==> config.mk <==
export PLATFORM = sky130hd
export DESIGN_NAME = xinput_port
export DESIGN_NICKNAME = d
export VERILOG_FILES = /design/src/rtl/xinput_port_pkg.sv /design/src/rtl/xinput_port_xdebounce.sv /design/src/rtl/xinput_port.sv
export SDC_FILE = /design/constraint.sdc
export NUM_CORES = 1
export LEC_CHECK = 0
export CAP_MARGIN = 30
export CORE_AREA = 2 2 120 180
export DETAILED_ROUTE_END_ITERATION = 8
export DIE_AREA = 0 0 122 182
export PLACE_DENSITY = 0.75
export RECOVER_POWER = 100
export SYNTH_ARGS = -nofsm -noshare
export SYNTH_HDL_FRONTEND = slang
export SYNTH_HIERARCHICAL = 1
export SYNTH_SLANG_ARGS = --single-unit
==> constraint.sdc <==
create_clock -name clk -period 2.5 [get_ports clk]
set_input_delay 0.625 -clock clk [delete_from_list [all_inputs] [get_ports clk]]
set_output_delay 0.625 -clock clk [all_outputs]
set_load 0.02 [all_outputs]
==> src/rtl/xinput_port_pkg.sv <==
// xinput_port_pkg: register offsets, CTRL bit positions and debounce defaults for xinput_port.
package xinput_port_pkg;
    localparam logic [1:0] XINPUT_STATUS  = 2'd0;
    localparam logic [1:0] XINPUT_SW      = 2'd1;
    localparam logic [1:0] XINPUT_EVT_CNT = 2'd2;
    localparam logic [1:0] XINPUT_CTRL    = 2'd3;
    localparam int CTRL_CLR_FLAG = 0;
    localparam int CTRL_CLR_CNT  = 1;
    localparam int CTRL_IRQ_EN   = 2;
    localparam int XINPUT_DEB_DEFAULT = 1000000;
    localparam int XINPUT_DEB_SIM     = 4;
endpackage

==> src/rtl/xinput_port_xdebounce.sv <==
// xdebounce: 2-flop synchronizer plus stability counter for one raw input bit.
module xdebounce #(
    parameter int DEB_CYCLES = 1000000,
    parameter int DEB_CNT_W  = 20
) (
    input  logic clk,
    input  logic rst,
    input  logic raw_i,
    output logic stable_o,
    output logic rise_o
);
    logic s1_q, s2_q, stable_q, stable_d, pend, last;
    logic [DEB_CNT_W-1:0] cnt_q, cnt_d;
    always_comb begin
        pend     = s2_q != stable_q;
        last     = cnt_q == DEB_CNT_W'(DEB_CYCLES - 1);
        stable_d = (pend & last) ? s2_q : stable_q;
        cnt_d    = (pend & ~last) ? cnt_q + 1'b1 : '0;
    end
    // rise fires on the same edge the stable level flips so the event logic sees it immediately
    assign rise_o   = pend & last & s2_q;
    assign stable_o = stable_q;
    always_ff @(posedge clk) begin
        if (rst) begin
            s1_q     <= 1'b0;
            s2_q     <= 1'b0;
            stable_q <= 1'b0;
            cnt_q    <= '0;
        end else begin
            s1_q     <= raw_i;
            s2_q     <= s1_q;
            stable_q <= stable_d;
            cnt_q    <= cnt_d;
        end
    end
endmodule

==> src/rtl/xinput_port.sv <==
// xinput_port: debounced button/switch peripheral with sticky press flag and press counter.
// Optional irq output and CTRL irq enable when XINPUT_IRQ_EN is defined.
module xinput_port
    import xinput_port_pkg::*;
#(
    parameter int DEB_CYCLES = XINPUT_DEB_DEFAULT,
    parameter int DEB_CNT_W  = 20,
    parameter int SW_W       = 8
) (
    input  logic            clk,
    input  logic            rst,
    input  logic            sel,
    input  logic            we,
    input  logic [1:0]      addr,
    input  logic [31:0]     data_in,
    output logic [31:0]     data_to_rd,
    input  logic            btn_pad,
    input  logic [SW_W-1:0] sw_pad
`ifdef XINPUT_IRQ_EN
    ,
    output logic            irq
`endif
);
    logic [SW_W:0] raw, stable, rise;
    logic          evt_flag_q, evt_flag_d, irq_en_q, irq_en_d, ctrl_wr;
    logic [7:0]    evt_cnt_q, evt_cnt_d;
    logic [31:0]   status;
    logic          unused;
    assign raw = {sw_pad, btn_pad};
    genvar i;
    for (i = 0; i <= SW_W; i++) begin : g_deb
        xdebounce #(.DEB_CYCLES(DEB_CYCLES), .DEB_CNT_W(DEB_CNT_W)) u_deb (
            .clk(clk), .rst(rst), .raw_i(raw[i]), .stable_o(stable[i]), .rise_o(rise[i])
        );
    end
    assign unused = &{1'b0, data_in[31:2], rise[SW_W:1]};
    assign ctrl_wr = sel & we & (addr == XINPUT_CTRL);
    // a press on the same edge as a clear wins, leaving flag=1 and count=1
    always_comb begin
        evt_flag_d = rise[0] ? 1'b1 : (ctrl_wr & data_in[CTRL_CLR_FLAG]) ? 1'b0 : evt_flag_q;
        evt_cnt_d  = (ctrl_wr & data_in[CTRL_CLR_CNT]) ? {7'd0, rise[0]} : evt_cnt_q + {7'd0, rise[0]};
`ifdef XINPUT_IRQ_EN
        irq_en_d   = ctrl_wr ? data_in[CTRL_IRQ_EN] : irq_en_q;
`else
        irq_en_d   = 1'b0;
`endif
        status     = {29'd0, irq_en_q, evt_flag_q, stable[0]};
    end
    assign data_to_rd = ~(sel & ~we)             ? 32'd0 :
                        (addr == XINPUT_STATUS)  ? status :
                        (addr == XINPUT_SW)      ? 32'(stable[SW_W:1]) :
                        (addr == XINPUT_EVT_CNT) ? {24'd0, evt_cnt_q} : 32'd0;
    always_ff @(posedge clk) begin
        if (rst) begin
            evt_flag_q <= 1'b0;
            evt_cnt_q  <= 8'd0;
            irq_en_q   <= 1'b0;
        end else begin
            evt_flag_q <= evt_flag_d;
            evt_cnt_q  <= evt_cnt_d;
            irq_en_q   <= irq_en_d;
        end
    end
`ifdef XINPUT_IRQ_EN
    always_ff @(posedge clk) begin
        if (rst) irq <= 1'b0;
        else     irq <= evt_flag_q & irq_en_q;
    end
`endif
endmodule
==> summary.txt <==
Run status - complete, no violations
Sequential cell area - 4325 µm²
Initial core utilization - 48.62%
Iteration count of the initial detailed-routing pass - 4
Die span in x - 122 µm
CTS sink count - 216
Worst path bufs/invs - 3
CP max stage cell - sky130_fd_sc_hd__clkdlybuf4s50_1
Power per unit of standard cell area - 604.8 nW/µm²
Worst path top cell family by delay - buffers and inverters
Standard cell area after detailed placement - 10,650 µm²
Static leakage power - 3.197 nW
Commonest non-fill, non-tap cell in the layout - sky130_fd_sc_hd__dfxtp_1
Fraction of power spent switching nets - 21.08%
Number of rows created at floorplan - 65
CTS tree - yes
Cell-internal power - 5.382 mW
GRT met2 Usage - 34.39%
Capturing element type of the critical path - primary output
Warnings from Yosys - 6
Final Hold Fails - 0
Multi-input gate area - 5385 µm²
Peak supply drop - 0.0004862 V
Worst min-delay path category - flip-flop to flip-flop
GRT met1 Usage - 20.29%
Achievable clock frequency - 414.7 MHz
Portion of total power attributed to combinational logic - 2.1%
Crit path largest cell delay - 0.49 ns
Vias - 8,184
ANT cells - 0
Wire per inst - 13.54 µm
Residual DRC - 0
Fillers - 1,907
Most utilized layer in the global route result - met2
Mean area per synthesized cell - 8.632 µm²
Worst-case setup margin in the final layout - 0.08863 ns
Worst path required time - 1.88 ns
Number of cells produced by synthesis - 1,168
Congestion Overflow GR - 0
DP HPWL - 14,440 µm
Crit path kind - input port to primary output
Worst-Skew Late Latency - 0.50 ns
Part of the cycle the worst path needs - 96.45%
H-tree levels - 1
Tightest Pin Transition - 0.9781 ns
Final standard cell utilization of the core - 54.38%
Share of final-layout standard cells stronger than drive strength 1 - 7.287%
Number of CTS-inserted buffers - 22
Psw - 1.438 mW
Total Power Consumption - 6.820 mW
DR iter-0 viols - 468
Final layout net count - 1,278
Final Routed Wirelength - 20,360 µm
Setup repair after global routing missed its margin - false
Pin count of the biggest net entering global routing - 21
Reg power frac - 50.9%
WP data arrival - 1.79 ns
Via count of the first global-routing pass - 8,008
Launching element type of the critical path - input port
Global-route track usage on met3 - 2.984%
DIE HEIGHT - 182 µm
Via-to-Cell Ratio - 5.445
Fin Hold WS - 0.4330 ns
Overall Global Routing Usage - 18.40%
Overall die area - 22,200 µm²
Setup violation total in the final timing report - 0
Initial antenna violation count - 1
Final max-slew violation count - 0
Final antenna-violating net count - 0
Max_slew headroom - 34.10%
Clock share of power - 47.0%
Shortest clock period the worst path allows after layout - 2.411 ns
Ordered list of cells on the worst path - clkdlybuf4s50_1, nand2b_1, nor2_1, buf_4, clkbuf_2
Buffers from clock root to sink, at most - 3
Clock root cell - sky130_fd_sc_hd__clkbuf_16
Layout area overhead - 11.85%
CP Max Fanout - 8
Worst Skew - 0.01161 ns
Post-Place Setup Slack - -0.5388 ns
First-pass GRT wire length - 34,790 µm
Routability Congestion - 0.8583
Clock-pin slew on the worst setup and hold paths - 0.06 ns
Most frequent cells in the layout - sky130_fd_sc_hd__dfxtp_1, sky130_fd_sc_hd__nor2_1, sky130_fd_sc_hd__xnor2_1
Number of maximum-capacitance constraint violations - 0
Core area - 20,740 µm²
Final Cell Area - 11,280 µm²
Number of buffers added on ports - 24
Num ports - 79
Mapped Area - 10,080 µm²
## worst reg2reg max path: stages (launching register included)
cell and delay [ns]:
sky130_fd_sc_hd__dfxtp_1 0.37, sky130_fd_sc_hd__ha_2 0.23, sky130_fd_sc_hd__nand2_1 0.06, sky130_fd_sc_hd__or2_4 0.26
sky130_fd_sc_hd__nor4_2 0.28, sky130_fd_sc_hd__buf_4 0.17, sky130_fd_sc_hd__ha_1 0.17, sky130_fd_sc_hd__ha_1 0.18
sky130_fd_sc_hd__inv_1 0.05, sky130_fd_sc_hd__or3_1 0.35, sky130_fd_sc_hd__a21oi_1 0.14
## sequential cells by signal, summed over array words and instances, names as in the netlist
register,flops
g_deb.u_deb/s1_q,9
g_deb.u_deb/cnt_q,180
evt_cnt_q,8
g_deb.u_deb/s2_q,9
g_deb.u_deb/stable_o,9
evt_flag_q,1
## layer usage
| layer | part of all wire [%] | wire, µm | vias up |
|---|---|---|---|
| li1 | - | - | 4152 |
| met1 | 41 | 8362 | 3865 |
| met2 | 52 | 10530 | 122 |
| met3 | 3.9 | 791 | 43 |
| met4 | 3.2 | 656 | 2 |
| met5 | 0.059 | 12 | - |
## timing repair
| item | in CTS | in global routing |
|---|---|---|
| setup buffers | 0 | 0 |
| hold buffers | 0 | 0 |
| gates resized for setup | 37 | 5 |
| endpoints found under the setup margin | 8 | 4 |
## final cells by class
cell class,instances,share of cell area [%]
Multi-Input combinational cell,881,47.75
Clock buffer,31,5.636
Timing Repair Buffer,49,2.996
Inverter,50,1.664
Clock inverter,8,0.6213
Tap cell,268,2.973
Sequential cell,216,38.36
## per-stage QoR
stage | std cells | setup TNS (ns)
6_report | 1503 | 0
5_1_grt | 1503 | 0
4_1_cts | 1503 | 0
3_5_place_dp | 1464 | -3.902
3_3_place_gp | 1464 | -3.810
2_1_floorplan | 1191 | 0
## final timing paths
check	startpoint	depth (start not counted)	endpoint	slack, ns
worst max register to register	g_deb[0].u_deb/cnt_q[1]$_SDFF_PP0_	10	evt_cnt_q[6]$_SDFF_PP0_	0.18
worst min-delay path	g_deb[1].u_deb/s1_q$_SDFF_PP0_	1	g_deb[1].u_deb/s2_q$_SDFF_PP0_	0.43
worst min register to register	g_deb[1].u_deb/s1_q$_SDFF_PP0_	1	g_deb[1].u_deb/s2_q$_SDFF_PP0_	0.43
worst max-delay path	we	5	data_to_rd[4]	0.09
## power groups by stage
stage	combinational, mW	sequential, mW	clock (mW)
global route	0.157	3.47	3.43
detailed placement	0.148	3.55	0
finish	0.143	3.47	3.21
floorplan	0.112	3.54	0
global placement	0.145	3.55	0
CTS	0.148	3.47	3.30
Note: power is estimated with default switching activity, not from simulation.
